--- src/rtl/hazard_forward_ctrl.sv ---
`default_nettype none
// ============================================================================
// Module      : hazard_forward_ctrl
// Description : Hazard and forwarding controller for a 5-stage pipeline.
//               Mirrors the destination info of the EX/MEM/WB instructions,
//               drives both EX operand forwarding mux selects, and raises
//               load-use / RAW stalls, bubbles and branch flushes.
// Revision    : 1.0 - initial release
// ============================================================================
module hazard_forward_ctrl #(
    parameter int REG_W  = 5,
    parameter int FWD_EN = 1
) (
    input  logic             clk,
    input  logic             reset,
    input  logic             id_valid,
    input  logic [REG_W-1:0] id_rs1,
    input  logic [REG_W-1:0] id_rs2,
    input  logic [REG_W-1:0] id_rd,
    input  logic             id_reg_write,
    input  logic [1:0]       id_res_src,
    input  logic             ex_branch_tk,
    output logic             stall_f,
    output logic             stall_d,
    output logic             flush_d,
    output logic             flush_e,
    output logic [2:0]       fwd_a_sel,
    output logic [2:0]       fwd_b_sel,
    output logic [15:0]      stall_cnt
);

    // Result source encoding of the decoded instruction
    localparam logic [1:0] c_RES_ALU  = 2'b00;
    localparam logic [1:0] c_RES_LOAD = 2'b01;
    localparam logic [1:0] c_RES_PC4  = 2'b10;

    // Operand mux select encoding
    localparam logic [2:0] c_SEL_RF      = 3'b000;
    localparam logic [2:0] c_SEL_MEM_ALU = 3'b001;
    localparam logic [2:0] c_SEL_WB      = 3'b010;
    localparam logic [2:0] c_SEL_MEM_PC4 = 3'b011;
    localparam logic [2:0] c_SEL_MEM_IMM = 3'b100;

    localparam logic [REG_W-1:0] c_REG_ZERO = '0;
    localparam logic [15:0]      c_CNT_MAX  = 16'hFFFF;

    // Stall FSM state encoding
    localparam logic [0:0] c_ST_RUN   = 1'b0;
    localparam logic [0:0] c_ST_STALL = 1'b1;

    // EX stage record (consumer fields are needed here for forwarding)
    logic             r_ex_valid;
    logic [REG_W-1:0] r_ex_rs1;
    logic [REG_W-1:0] r_ex_rs2;
    logic [REG_W-1:0] r_ex_rd;
    logic             r_ex_rw;
    logic [1:0]       r_ex_res;
    // MEM stage record (producer fields only)
    logic             r_mem_valid;
    logic [REG_W-1:0] r_mem_rd;
    logic             r_mem_rw;
    logic [1:0]       r_mem_res;
    // WB stage record (result always comes from the WB mux, so no res_src)
    logic             r_wb_valid;
    logic [REG_W-1:0] r_wb_rd;
    logic             r_wb_rw;

    logic [0:0]  r_state;
    logic [0:0]  w_state_nxt;
    logic [15:0] r_stall_cnt;

    logic       w_ex_prod;
    logic       w_mem_prod;
    logic       w_wb_prod;
    logic       w_ex_uses;
    logic       w_mem_uses;
    logic       w_hazard;
    logic       w_stall;
    logic       w_flush_d;
    logic       w_flush_e;
    logic [2:0] w_fwd_a;
    logic [2:0] w_fwd_b;

    // Forwarding source for one EX operand; a load sitting in MEM has no
    // data yet, so it is skipped and only the WB producer is considered.
    function automatic logic [2:0] f_fwd_sel(
        input logic [REG_W-1:0] rs,
        input logic             mem_prod,
        input logic [REG_W-1:0] mem_rd,
        input logic [1:0]       mem_res,
        input logic             wb_prod,
        input logic [REG_W-1:0] wb_rd
    );
        logic [2:0] sel;
        sel = c_SEL_RF;
        if (rs != c_REG_ZERO) begin
            if (mem_prod && (mem_rd == rs) && (mem_res != c_RES_LOAD)) begin
                case (mem_res)
                    c_RES_ALU: sel = c_SEL_MEM_ALU;
                    c_RES_PC4: sel = c_SEL_MEM_PC4;
                    default:   sel = c_SEL_MEM_IMM;
                endcase
            end else if (wb_prod && (wb_rd == rs)) begin
                sel = c_SEL_WB;
            end
        end
        return sel;
    endfunction

    // A stage is a producer when it really writes a non-zero register
    assign w_ex_prod  = r_ex_valid  & r_ex_rw  & (r_ex_rd  != c_REG_ZERO);
    assign w_mem_prod = r_mem_valid & r_mem_rw & (r_mem_rd != c_REG_ZERO);
    assign w_wb_prod  = r_wb_valid  & r_wb_rw  & (r_wb_rd  != c_REG_ZERO);

    // rs2 is compared for every format; spurious stalls are harmless
    assign w_ex_uses  = (r_ex_rd  == id_rs1) | (r_ex_rd  == id_rs2);
    assign w_mem_uses = (r_mem_rd == id_rs1) | (r_mem_rd == id_rs2);

    if (FWD_EN != 0) begin : g_fwd
        // Only a load in EX cannot be covered by forwarding
        assign w_hazard = id_valid & r_ex_valid & (r_ex_res == c_RES_LOAD) &
                          (r_ex_rd != c_REG_ZERO) & w_ex_uses;
        assign w_fwd_a  = f_fwd_sel(r_ex_rs1, w_mem_prod, r_mem_rd, r_mem_res,
                                    w_wb_prod, r_wb_rd);
        assign w_fwd_b  = f_fwd_sel(r_ex_rs2, w_mem_prod, r_mem_rd, r_mem_res,
                                    w_wb_prod, r_wb_rd);
    end else begin : g_nofwd
        // Without forwarding any EX/MEM producer must drain first; WB is
        // covered by the write-first register file
        assign w_hazard = id_valid & ((w_ex_prod & w_ex_uses) |
                                      (w_mem_prod & w_mem_uses));
        assign w_fwd_a  = c_SEL_RF;
        assign w_fwd_b  = c_SEL_RF;
    end

    // Advance the stage records; a flushed EX slot becomes an all-zero bubble
    always_ff @(posedge clk) begin
        if (reset) begin
            r_ex_valid  <= 1'b0;
            r_ex_rs1    <= c_REG_ZERO;
            r_ex_rs2    <= c_REG_ZERO;
            r_ex_rd     <= c_REG_ZERO;
            r_ex_rw     <= 1'b0;
            r_ex_res    <= c_RES_ALU;
            r_mem_valid <= 1'b0;
            r_mem_rd    <= c_REG_ZERO;
            r_mem_rw    <= 1'b0;
            r_mem_res   <= c_RES_ALU;
            r_wb_valid  <= 1'b0;
            r_wb_rd     <= c_REG_ZERO;
            r_wb_rw     <= 1'b0;
        end else begin
            r_wb_valid  <= r_mem_valid;
            r_wb_rd     <= r_mem_rd;
            r_wb_rw     <= r_mem_rw;
            r_mem_valid <= r_ex_valid;
            r_mem_rd    <= r_ex_rd;
            r_mem_rw    <= r_ex_rw;
            r_mem_res   <= r_ex_res;
            if (w_flush_e) begin
                r_ex_valid <= 1'b0;
                r_ex_rs1   <= c_REG_ZERO;
                r_ex_rs2   <= c_REG_ZERO;
                r_ex_rd    <= c_REG_ZERO;
                r_ex_rw    <= 1'b0;
                r_ex_res   <= c_RES_ALU;
            end else begin
                r_ex_valid <= id_valid;
                r_ex_rs1   <= id_rs1;
                r_ex_rs2   <= id_rs2;
                r_ex_rd    <= id_rd;
                r_ex_rw    <= id_reg_write;
                r_ex_res   <= id_res_src;
            end
        end
    end

    // Stall FSM state register
    always_ff @(posedge clk) begin
        if (reset) begin
            r_state <= c_ST_RUN;
        end else begin
            r_state <= w_state_nxt;
        end
    end

    // Stall FSM next state; a taken branch always returns to RUN
    always_comb begin
        w_state_nxt = r_state;
        if (ex_branch_tk) begin
            w_state_nxt = c_ST_RUN;
        end else begin
            case (r_state)
                c_ST_RUN:   w_state_nxt = w_hazard ? c_ST_STALL : c_ST_RUN;
                c_ST_STALL: w_state_nxt = w_hazard ? c_ST_STALL : c_ST_RUN;
                default:    w_state_nxt = c_ST_RUN;
            endcase
        end
    end

    // Stall/flush outputs follow the current-cycle hazard in both states
    always_comb begin
        w_stall   = 1'b0;
        w_flush_d = 1'b0;
        w_flush_e = 1'b0;
        if (!reset) begin
            if (ex_branch_tk) begin
                w_flush_d = 1'b1;
                w_flush_e = 1'b1;
            end else if (w_hazard) begin
                w_stall   = 1'b1;
                w_flush_e = 1'b1;
            end
        end
    end

    // Saturating count of cycles with the decode stage held
    always_ff @(posedge clk) begin
        if (reset) begin
            r_stall_cnt <= 16'h0000;
        end else if (w_stall && (r_stall_cnt != c_CNT_MAX)) begin
            r_stall_cnt <= r_stall_cnt + 16'h0001;
        end
    end

    assign stall_f   = w_stall;
    assign stall_d   = w_stall;
    assign flush_d   = w_flush_d;
    assign flush_e   = w_flush_e;
    assign fwd_a_sel = w_fwd_a;
    assign fwd_b_sel = w_fwd_b;
    assign stall_cnt = r_stall_cnt;

endmodule
`default_nettype wire

--- config.mk ---
export PLATFORM = sky130hd
export DESIGN_NAME = hazard_forward_ctrl
export DESIGN_NICKNAME = d
export VERILOG_FILES = /design/src/rtl/hazard_forward_ctrl.sv
export SDC_FILE = /design/constraint.sdc
export NUM_CORES = 1
export LEC_CHECK = 0
export ABC_AREA = 1
export CORE_MARGIN = 2
export CORE_UTILIZATION = 55
export DETAILED_ROUTE_END_ITERATION = 8
export GPL_TIMING_DRIVEN = 1
export PLACE_DENSITY_LB_ADDON = 0.1
export SETUP_SLACK_MARGIN = 0.4
export SLEW_MARGIN = 40
export SYNTH_ARGS = -nofsm -noshare
export SYNTH_HDL_FRONTEND = slang
export SYNTH_SLANG_ARGS = --single-unit
--- constraint.sdc ---
create_clock -name clk -period 4.4 [get_ports clk]
set_clock_uncertainty 0.1 [all_clocks]
set_input_delay 0.88 -clock clk [delete_from_list [all_inputs] [get_ports clk]]
set_output_delay 0.88 -clock clk [all_outputs]
set_load 0.01 [all_outputs]
==> results.yml <==
yosys:
  synth-compound-area-share_pct: 3.51
  ys_types: 28
  synth_fp_nets: 396
  async_reset_ff_share_pct: 0
  synth_common_cells: "nor2_1, nand2_1, inv_1, dfxtp_1, nand4_1"
  synth_most_common_cell: "nor2_1"
  ys_ff_latch: 51
  synthSimpleGateAreaFrac_pct: 38.7
  syn_avg_cell_area_sq_um: 6.68
  syn_inst: 373
  synth_edf_count: 0
  synth_top_area_share_pct: 41.0
  ys_warn_count: 0
  synthAdderAreaFrac_pct: 0.502
  synth_xor_area_share_pct: 5.97
  synth_mux_area_share_pct: 0
  synth_top_family_by_area: "simple AND/OR/NAND/NOR gates"
  ys.flop_type: "dfxtp_1"
  netlist.top_cell.by_area: "dfxtp_1"
  synth_area_leaders: "dfxtp_1, nor2_1, nand2_1"
  ys_seq_area_share_pct: 41.0
  netlist_area_sq_um: 2490
placed_design:
  placed_area_sq_um: 3010
  dp_hpwl_um: 3950
  place.gp.congestion: 0.866
  portBuffers: 47
global_route:
  grt_usage_pct: 21.5
  grt_max_degree: 21
  grt_pass1_wl_um: 8860
  antenna_found_initial: 0
  gr-total-overflow: 0
  grt_pass1_vias: 2111
final_layout:
  fin_area_sq_um: 3130
  drive_gt1_share_pct: 5.88
  area_growth_pct: 25.6
  fillers: 381
  antenna_cells: 0
  fin_util_pct: 71.9
  fin_nets: 447
route:
  vias: 2307
  wl_per_cell_um: 10.7
  avgViaCountPerCell: 4.84
  drt_iter0_markers: 103
  detail-route-antenna-nets: 0
  drcViolationCount: 0
  wl_um: 5100
  dr.pass1.iters: 4
setup_path:
  critPathArrivalTime_ns: 2.76
  end_kind: "output pin"
  required_ns: 3.42
  max_stage_delay_ns: 0.55
  crit_chain: "clkdlybuf4s50_1 > inv_1 > nor3_1 > nand3_1 > inv_1 > nand2_2 > nor2_4 > clkdlybuf4s50_1"
  path_max_fanout: 5
  crit_family: "buffers and inverters"
  cp.buffers_inverters: 4
  slowest_stage: "clkdlybuf4s50_1"
  crit_type: "in -> out"
  startpoint_type: "input pin"
  startpoint: "id_valid"
  regToRegStartpoint: "stall_cnt[0]"
sta:
  worstMarginPinSlew_ns: 0.496
  rsz0062_at_grt: "false"
  min_period_ns: 3.74
  drv_slew: 0
  slew_headroom_pct: 66.9
  setup_violations: 0
  max_freq_ghz: 0.267
  hold_viol_final: 0
  fin_crit_sh_pct: 85.1
  setup_tns_ns: 0
clock_network:
  clock_latency_ns: 0.30
  post-cts-setup-buffers: 0
  cts_resized: 0
  clkSinkCount: 51
  cts_htree_levels: 2
  cts_hold_buf: 0
  cts_root_buf: "clkbuf_8"
  clkTransAtPathRegs_ns: 0.09
  cts_tree: "built"
  cts_buffer_depth: 2
  numCtsBuffers: 5
run_status:
  status: "complete, no violations"
floorplanning:
  die_h_um: 71.3
  core_sq_um: 4350
  start_util_pct: 57.2
  dieArea_sq_um: 5090
  num_rows: 24
  die_w_um: 71.3
  io_pins: 48
hold_path:
  hp-class: "reg -> reg"
  min_from: "r_ex_rw"
power_and_ir_drop:
  cellLeakagePower_nw: 1.43
  power_density_nw_per_um2: 286
  peakVddDrop_uv: 191
run:
  maxCapViolCount: 0
==> final cells by class <==
cell class              count  area [sq um]  share of cell area [%]
repair buffers             49           485                    15.5
inverters                  61           229                    7.31
clock buffers               6          82.6                    2.64
clock inverters             2          35.0                    1.12
flip-flops and latches     51          1020                    32.6
multi-input cells         256          1210                    38.7
well taps                  52          65.1                    2.08
==> sequential cells by signal, summed over array words and instances, names as in the netlist <==
| register | flops |
|---|---|
| stall_cnt | 16 |
| r_ex_rd | 5 |
| r_ex_rs1 | 5 |
| r_ex_rs2 | 5 |
| r_mem_rd | 5 |
| r_wb_rd | 5 |
| r_ex_res | 2 |
| r_mem_res | 2 |
| r_ex_rw | 1 |
| r_ex_valid | 1 |
| r_mem_rw | 1 |
| r_mem_valid | 1 |
| r_wb_rw | 1 |
| r_wb_valid | 1 |
==> logic make-up (layout without fill, tap and decap cells) <==
logic type	Yosys count	count (layout)
flip-flops	51	51
AND/OR/NAND/NOR	222	222
buffers and inverters	66	118
adder cells (fa/ha/maj)	1	1
AO/OA/AOI/OAI	16	16
XOR/XNOR	17	17
==> final timing paths <==
kind / end / slack (ns) / cells after the start
worst max-delay path: stall_d / 0.66 / 8
worst min-delay path: r_mem_rw / 0.31 / 2
worst max register to register: stall_cnt[9] / 2.65 / 9
worst min register to register: r_mem_rw / 0.31 / 2
==> through the flow <==
stage	total power, mW	std cells	hold WS [ns]	setup slack, ns
final	0.894	477	0.314	0.656
after global routing	0.929	477	0.345	0.500
after CTS	0.899	477	0.316	0.639
after detailed placement	0.572	469	0.304	0.692
after global placement	0.570	469	0.304	0.719
after floorplan	0.538	373	0.288	1.65
==> worst min-delay path: stages, from the launching register on <==
cell and delay, ns:
dfxtp_1 0.30, inv_1 0.04, nor2_1 0.04
==> where the power goes <==
part	internal, mW	switching (mW)	leakage, nW
clock	0.184	0.149	0.0612
combinational	0.0400	0.0404	0.950
sequential	0.471	0.00899	0.415
total	0.696	0.198	1.43
==> per-layer routing <==
metal	global-route usage, %	share of wire (%)	vias up
met5	0	0	-
met4	6.92	1.3	0
met3	4.64	5.6	6
met2	35.2	44	64
met1	28.3	49	1000
li1	-	-	1237
==> cell usage in the layout, fill, tap and decap left out <==
cell / synthesis / layout
inv_1: 58 / 58
nand2b_1: 1 / 1
ha_1: 1 / 1
clkbuf_8: 0 / 6
a31oi_1: 1 / 1
inv_2: 3 / 3
nor3_1: 6 / 6
dfxtp_1: 51 / 51
nand3_1: 13 / 13
nor2_2: 1 / 1
or2_2: 3 / 3
nor2_4: 2 / 2
o2111ai_1: 1 / 1
buf_4: 1 / 2
nand2_1: 77 / 77
o21bai_1: 1 / 1
nand2_2: 2 / 2
clkdlybuf4s50_1: 0 / 47
nand2_4: 1 / 1
a21oi_1: 6 / 6
nor2_1: 99 / 99
o21ai_0: 7 / 7
nand3_4: 1 / 1
xor2_1: 8 / 8
bufinv_16: 0 / 1
nand4_1: 14 / 14
nand4_2: 2 / 2
xnor2_1: 9 / 9
clkinv_2: 0 / 1
No activity file was read; power rests on OpenSTA's default activity.
